$ cat src/rtl/addr4u_mon_pkg.sv
// ============================================================================
// Module : addr4u_mon_pkg
// Brief  : Shared widths, health-state encoding and golden-sum helper for the
//          4-bit adder fault monitor.
// Rev    : 1.0
// ============================================================================
`default_nettype none

package addr4u_mon_pkg;

    localparam int OP_W  = 4;
    localparam int SUM_W = 5;
    localparam int S1_W  = 2*OP_W + SUM_W;
    localparam int S2_W  = SUM_W + 1;

    typedef enum logic [1:0] {
        HL_OK    = 2'd0,
        HL_DEG   = 2'd1,
        HL_ALARM = 2'd2
    } health_e;

    // Widen before adding so the carry lands in bit 4.
    function automatic logic [SUM_W-1:0] golden_sum(
        input logic [OP_W-1:0] a,
        input logic [OP_W-1:0] b
    );
        return SUM_W'(a) + SUM_W'(b);
    endfunction

endpackage

`default_nettype wire

$ cat src/rtl/addr4u_mon_slice.sv
// ============================================================================
// Module : addr4u_mon_slice
// Brief  : One valid/ready register stage; data held while stalled.
// Rev    : 1.0
// ============================================================================
`default_nettype none

module addr4u_mon_slice #(
    parameter int W = 8
) (
    input  logic         clk,
    input  logic         rst_n,
    input  logic         i_valid,
    output logic         o_ready,
    input  logic [W-1:0] i_data,
    output logic         o_valid,
    input  logic         i_ready,
    output logic [W-1:0] o_data
);

    logic         r_valid;
    logic [W-1:0] r_data;
    logic         w_ld;

    // Loads when empty or when the current beat leaves this cycle.
    assign w_ld    = !r_valid || i_ready;
    assign o_ready = w_ld;
    assign o_valid = r_valid;
    assign o_data  = r_data;

    always_ff @(posedge clk or negedge rst_n) begin
        if (!rst_n) begin
            r_valid <= 1'b0;
            r_data  <= '0;
        end else if (w_ld) begin
            r_valid <= i_valid;
            if (i_valid) begin
                r_data <= i_data;
            end
        end
    end

endmodule

`default_nettype wire

$ cat src/rtl/addr4u_fault_monitor.sv
// ============================================================================
// Module : addr4u_fault_monitor
// Brief  : Two-stage checker for the 4-bit adder with saturating error counter
//          and OK/DEGRADED/ALARM health FSM. Define ADDR4U_MON_CORRECT_EN to
//          deliver the golden sum instead of the raw adder output.
// Rev    : 1.0
// ============================================================================
`default_nettype none

module addr4u_fault_monitor
    import addr4u_mon_pkg::*;
#(
    parameter int CNT_W  = 8,
    parameter int THRESH = 4
) (
    input  logic             clk,
    input  logic             rst_n,
    input  logic             clr,
    input  logic             in_valid,
    output logic             in_ready,
    input  logic [OP_W-1:0]  in_a,
    input  logic [OP_W-1:0]  in_b,
    input  logic [SUM_W-1:0] in_sum,
    output logic             out_valid,
    input  logic             out_ready,
    output logic [SUM_W-1:0] out_sum,
    output logic             out_err,
    output logic [CNT_W-1:0] err_cnt,
    output logic             alarm,
    output logic [1:0]       health
);

    localparam logic [CNT_W-1:0] c_cnt_max = '1;
    localparam logic [CNT_W-1:0] c_thresh  = CNT_W'(THRESH);

    logic             w_s1_valid;
    logic             w_s2_ld;
    logic [S1_W-1:0]  w_s1_data;
    logic [OP_W-1:0]  w_s1_a;
    logic [OP_W-1:0]  w_s1_b;
    logic [SUM_W-1:0] w_s1_sum;
    logic [SUM_W-1:0] w_golden;
    logic             w_err;
    logic [S2_W-1:0]  w_s2_in;
    logic [S2_W-1:0]  w_s2_data;
    logic             w_out_xfer;
    logic             w_err_xfer;
    logic [CNT_W-1:0] w_cnt_nxt;
    health_e          w_health_nxt;

    logic [CNT_W-1:0] r_cnt;
    health_e          r_health;
    logic             r_alarm;

    addr4u_mon_slice #(
        .W (S1_W)
    ) u_s1 (
        .clk     (clk),
        .rst_n   (rst_n),
        .i_valid (in_valid),
        .o_ready (in_ready),
        .i_data  ({in_a, in_b, in_sum}),
        .o_valid (w_s1_valid),
        .i_ready (w_s2_ld),
        .o_data  (w_s1_data)
    );

    assign w_s1_a   = w_s1_data[S1_W-1 -: OP_W];
    assign w_s1_b   = w_s1_data[SUM_W +: OP_W];
    assign w_s1_sum = w_s1_data[SUM_W-1:0];
    assign w_golden = golden_sum(w_s1_a, w_s1_b);
    assign w_err    = (w_s1_sum != w_golden);

`ifdef ADDR4U_MON_CORRECT_EN
    assign w_s2_in = {w_golden, w_err};
`else
    assign w_s2_in = {w_s1_sum, w_err};
`endif

    addr4u_mon_slice #(
        .W (S2_W)
    ) u_s2 (
        .clk     (clk),
        .rst_n   (rst_n),
        .i_valid (w_s1_valid),
        .o_ready (w_s2_ld),
        .i_data  (w_s2_in),
        .o_valid (out_valid),
        .i_ready (out_ready),
        .o_data  (w_s2_data)
    );

    assign out_sum    = w_s2_data[S2_W-1:1];
    assign out_err    = w_s2_data[0];
    assign w_out_xfer = out_valid && out_ready;
    assign w_err_xfer = w_out_xfer && out_err;

    // A clear that coincides with an erroneous transfer still counts that error.
    always_comb begin
        w_cnt_nxt = r_cnt;
        if (clr) begin
            w_cnt_nxt = CNT_W'(w_err_xfer);
        end else if (w_err_xfer && (r_cnt != c_cnt_max)) begin
            w_cnt_nxt = r_cnt + 1'b1;
        end
    end

    always_comb begin
        w_health_nxt = clr ? HL_OK : r_health;
        case (w_health_nxt)
            HL_OK: begin
                if (w_cnt_nxt >= c_thresh) begin
                    w_health_nxt = HL_ALARM;
                end else if (w_cnt_nxt != '0) begin
                    w_health_nxt = HL_DEG;
                end
            end
            HL_DEG: begin
                if (w_cnt_nxt >= c_thresh) begin
                    w_health_nxt = HL_ALARM;
                end
            end
            HL_ALARM: w_health_nxt = HL_ALARM;
            default:  w_health_nxt = HL_OK;
        endcase
    end

    always_ff @(posedge clk or negedge rst_n) begin
        if (!rst_n) begin
            r_cnt    <= '0;
            r_health <= HL_OK;
            r_alarm  <= 1'b0;
        end else begin
            r_cnt    <= w_cnt_nxt;
            r_health <= w_health_nxt;
            r_alarm  <= (w_health_nxt == HL_ALARM);
        end
    end

    assign err_cnt = r_cnt;
    assign health  = r_health;
    assign alarm   = r_alarm;

endmodule

`default_nettype wire

$ cat config.mk
export PLATFORM = sky130hd
export DESIGN_NAME = addr4u_fault_monitor
export DESIGN_NICKNAME = d
export VERILOG_FILES = /design/src/rtl/addr4u_mon_pkg.sv /design/src/rtl/addr4u_mon_slice.sv /design/src/rtl/addr4u_fault_monitor.sv
export SDC_FILE = /design/constraint.sdc
export NUM_CORES = 1
export LEC_CHECK = 0
export ABC_CLOCK_PERIOD_IN_PS = 1900
export BUFFER_PORTS_ARGS = -buffer_cell sky130_fd_sc_hd__buf_2
export CAP_MARGIN = 40
export CORE_UTILIZATION = 25
export CTS_CLUSTER_DIAMETER = 150
export CTS_CLUSTER_SIZE = 16
export DETAILED_ROUTE_END_ITERATION = 10
export GPL_TIMING_DRIVEN = 1
export MAX_ROUTING_LAYER = met4
export RECOVER_POWER = 100
export SYNTH_ARGS = -nofsm -noshare
export SYNTH_HDL_FRONTEND = slang
export SYNTH_HIERARCHICAL = 1
export SYNTH_SLANG_ARGS = --single-unit
$ cat constraint.sdc
create_clock -name clk -period 1.9 [get_ports clk]
set_input_delay 0.38 -clock clk [delete_from_list [all_inputs] [get_ports clk]]
set_output_delay 0.38 -clock clk [all_outputs]
set_load 0.02 [all_outputs]
# == Yosys cells after proc, flatten, opt, wreduce, memory -nomap -nowiden ==
# Index checks and enable logic that the tools add are counted.
# totals
elab_cells,33
register_bits,32
# op_classes
muxes,7
n_eq_ne,5
magnitude_cmp,1
addsub,2
n_reduce_logical,11
# ops
operator,count
8-bit 2-to-1 mux,2
8-bit by 1-bit adder with 8-bit output (second input constant),1
8-bit by 3-bit greater-or-equal comparator with 1-bit output (second input constant),1
2-bit 2-to-1 mux,4
8-bit inequality test (second input constant),1
8-bit nonzero test,1
2-bit one-hot mux with 3 select lines,1
4-bit by 4-bit adder with 5-bit output,1
5-bit inequality test,1
2-bit == test (second input constant),2
2-bit AND reduction,2
1-bit logical AND,3
2-bit by 1-bit == test with 1-bit output (second input constant),1
1-bit zero test,2
2-bit zero test,1
1-bit logical OR,2

# == Longest topological paths before layout ==
# depth
word_depth,10
depth_mapped,9
mapped_depth_nobuf,9

# == Hierarchy ==
# Netlist, hierarchy kept.
# by_module_without_submodules
mod,area_per_inst_um2,n_inst,cells_each,seq_area_each_um2
addr4u_fault_monitor,875.8,1,96,250.2
addr4u_mon_slice at u_s1,586.8,1,31,350.3
addr4u_mon_slice at u_s2,297.8,1,16,175.2

# == Least setup slack after synthesis ==
# OpenSTA, ideal clock, no wires.
# synth_timing
kind,register -> register
startpoint,register r_cnt[0] (netlist: err_cnt[0])
endpoint,register r_cnt[5] (netlist: err_cnt[5])
path_stages_with_launch,7
arrival_ps,1702
period_less_slack_ps,1834
slack_ps,66
path_cell_list,dfrtp_1 > ha_1 > and2_2 > a31o_1 > or3_1 > xor2_1 > nor2_1
# synth_via
elab_chain_cells,4
elab_cells_between_ends,5
classes_between,1 x add/sub; 1 x eq/ne; 2 x mux; 1 x reduce/logical
# synth_rtl
item,line_no,text
from (decl),addr4u_fault_monitor.sv:51,logic [CNT_W-1:0] r_cnt;
from (signal assigned),addr4u_fault_monitor.sv:134,r_cnt <= w_cnt_nxt;
"parallel branches: the longest is 2 deep, another holds 8-bit by 1-bit adder with 8-bit output",--,
8-bit 2-to-1 mux *,addr4u_fault_monitor.sv:103,end else if (w_err_xfer && (r_cnt != c_cnt_max)) begin
8-bit 2-to-1 mux *,addr4u_fault_monitor.sv:101,if (clr) begin
net w_cnt_nxt[5],addr4u_fault_monitor.sv:48,logic [CNT_W-1:0] w_cnt_nxt;
# Mark *: on every way through the listed nets, which the timed path passes.
# A chain may end at the register's enable or synchronous reset.

# == Worst setup path after layout ==
# layout_timing
startpoint,register r_cnt[0] (netlist: err_cnt[0])
endpoint,register r_health[0] (netlist: health[0])
# layout_via
elab_chain_cells,8
elab_cells_between_ends,11
classes_between,1 x add/sub; 1 x order compare; 1 x eq/ne; 6 x mux; 2 x reduce/logical
# layout_rtl
item,line_no,text
"parallel branches: the longest is 2 deep, another holds 8-bit by 1-bit adder with 8-bit output",--,
8-bit 2-to-1 mux *,addr4u_fault_monitor.sv:103,
8-bit 2-to-1 mux *,addr4u_fault_monitor.sv:101,
"parallel branches: the longest is 3 deep, another holds 8-bit by 3-bit greater-or-equal comparator with 1-bit output",--,
2-bit one-hot mux with 3 select lines *,addr4u_fault_monitor.sv:110,case (w_health_nxt)
net w_health_nxt[0],addr4u_fault_monitor.sv:49,health_e w_health_nxt;
to (signal assigned),addr4u_fault_monitor.sv:135,r_health <= w_health_nxt;
to (decl),addr4u_fault_monitor.sv:52,health_e r_health;
# Marks and branches as above.

==> flow_metrics.tcl <==
set metrics [dict create \
    status "finished, final reports clean" \
    netlist.area_leader.share_pct 44.1 \
    yosys-top-cells-count "31 x dfrtp_1, 16 x mux2_4, 9 x nor2_1, 7 x inv_1, 7 x xor2_1" \
    final.setup.tns_ps 0 \
    ff2ff_setup_slack_ps 20 \
    cts_made_buffers 5 \
    num-fill-cells 730 \
    power_density_mw_per_mm2 925 \
    post-route-period-util_pct 99.1 \
    finalWirelength_um 3600 \
    hold_viol_final 0 \
    clockBufferDepth 2 \
    fin_nets 214 \
    worst_slew_pin_slew_ps 793 \
    drtAntennaViolNets 0 \
    clkTransAtPathRegs_ps 70 \
    dr.pass1.iters 4 \
    grt_pass1_wl_um 6070 \
    io_pins 37 \
    area_growth_pct 19.6 \
    synth_area_leaders "dfrtp_1 44%, mux2_4 14%, ha_1 3.6%, xor2_1 3.5%, xnor2_1 3.0%" \
    design_area_mm2 0.00211 \
    post-route-min-period_ps 1880 \
    drt_iter0_drc 69 \
    diodes 0 \
    fp.dieArea_mm2 0.00738 \
    worst-setup-path-type "reg2reg" \
    worst-path-max-fanout 5 \
    antenna_found_initial 0 \
    wire_per_inst_um 12.6 \
    place.detailed.hpwl_um 2570 \
    rows 30 \
    vias 1228 \
    fp.dieW_um 85.9 \
    synth_top_area_cell "dfrtp_1" \
    yosys_warnings 6 \
    setup_slack_ps 16.8 \
    netlist_area_mm2 0.00176 \
    drive_gt1_share_pct 30.9 \
    setup_viol 0 \
    critPathLaunchType "flip-flop" \
    endpoint_kind "flip-flop" \
    finClkSkew_ps 5.14 \
    maxCapViolations 0 \
    cp.arrival_ps 2110 \
    die_h_um 85.9 \
    seq_area_frac_synth_pct 44.1 \
    postSynthCellCount 143 \
    synth_enable_flop_cells 0 \
    start_util_pct 25.9 \
    multi_input_area_um2 867 \
    grt_max_degree 32 \
    via_per_inst 4.28 \
    drc 0 \
    place_area_mm2 0.00205 \
    synth_flop_cell "dfrtp_1" \
    clk_latency_ps 290 \
    grt_use_total_pct 11.1 \
    slew_violations 0 \
    crit_required_ps 2120 \
    cts_sinks 31 \
    fin_hold_ws_ps 159 \
    root_buffer "clkbuf_8" \
    hp-class "in2async" \
    ir_worst_vdd_mv 0.322 \
    rsz0062_at_grt "true" \
    grt_remaining_overflow 0 \
    synth-seq-cells 31 \
    regArea_um2 776 \
    synth_cell_type_count 43 \
    cts_tree "done" \
    power_leakage_uw 0.000932 \
    place_worst_setup_slack_ps 28.2 \
    fmaxAchievable_mhz 531 \
    synth_async_sr_flop_share_pct 100 \
    slew_headroom_pct 47.1 \
    place.gp.congestion 0.853 \
    core-area_mm2 0.00679 \
    grt_pass1_vias 1233 \
    htree_levels 2 \
    synth.avg_cell_area_um2 12.3 \
    power_uw 1950 \
    port_buffers 36 \
    synth_most_common_cell "dfrtp_1" \
    synth_fp_nets 167 \
]
cells by family (layout without fill, tap and decap cells):
| family | count (synthesis) | count (layout) | synth area share [%] |
|---|---|---|---|
| AO/OA/AOI/OAI | 21 | 21 | 10.4 |
| XOR/XNOR | 13 | 13 | 6.47 |
| adder cells (fa/ha/maj) | 6 | 6 | 4.69 |
| buffers and inverters | 13 | 61 | 4.97 |
| flip-flops | 31 | 31 | 44.1 |
| multiplexers | 20 | 20 | 16.1 |
| AND/OR/NAND/NOR | 39 | 39 | 13.3 |
flip-flops by register name, summed over array words and instances, names as in the netlist:
signal	flops
u_s1/o_data	13
err_cnt	8
u_s2/o_data	6
health	2
u_s1/o_valid	1
u_s2/o_valid	1
report_power, final:
group / leakage, uW / internal (uW) / total, uW / switching [uW]
Clock: 0.0000402 / 255 / 525 / 270
Sequential: 0.000375 / 758 / 830 / 71.8
Combinational: 0.000517 / 286 / 593 / 306
cells in the final DEF (no fill, tap or decap), types with 6 or more instances in the layout:
master,synthesis,final
clkbuf_1,0,20
buf_2,0,16
xnor2_1,6,6
mux2_4,16,9
xor2_1,7,7
dfrtp_1,31,31
nor2_1,9,9
inv_1,7,7
mux2_1,0,7
nand2_1,6,6
buf_4,2,7
worst max-delay path, stage by stage, from the launching register on:
cell	delay [ps]
dfrtp_1	390
ha_1	280
and2_0	270
o21ai_0	210
a31oi_1	130
o41ai_2	370
o21a_1	180
metal layers:
| layer | GRT usage, % | share of wire, % | up-vias |
|---|---|---|---|
| met2 | 17.1 | 45 | 44 |
| met1 | 13.7 | 47 | 582 |
| met5 | - | 0 | - |
| met4 | 2.73 | 1.0 | 0 |
| met3 | 4.14 | 7.2 | 6 |
| li1 | - | - | 596 |
metrics by stage:
stage / std cells / utilization (%)
after floorplan: 143 / -
after global placement: 276 / 30.2
after detailed placement: 276 / 30.2
after CTS: 284 / 31.5
after global routing: 287 / 31.0
final: 287 / 31.0
final timing paths:
check / start / cells after the start / to
setup / recovery: err_cnt[0]$_DFF_PN0_ / 6 / health[0]$_DFF_PN0_
hold / removal: rst_n / 1 / err_cnt[6]$_DFF_PN0_
setup reg to reg: err_cnt[0]$_DFF_PN0_ / 6 / health[0]$_DFF_PN0_
hold reg to reg: u_s1/o_data[12]$_DFFE_PN0P_ / 1 / u_s1/o_data[12]$_DFFE_PN0P_
max in group asynchronous: rst_n / 1 / health[0]$_DFF_PN0_
min in group clk: in_valid / 2 / u_s1/o_valid$_DFFE_PN0P_
area by class of cell:
cell class / instances / share of cell area [%]
clock buffers: 5 / 3.27
clock inverters: 3 / 0.951
inverters: 7 / 1.25
multi-input cells: 99 / 41.2
flip-flops and latches: 31 / 36.8
well taps: 96 / 5.70
repair buffers: 46 / 10.8
repair_timing:
item / in CTS / in global routing
hold buffers: 0 / 0
gates resized for setup: 0 / 3
endpoints found under the setup margin: 0 / 3
setup buffers: 0 / 3
Power figures use the tool's default switching activity.
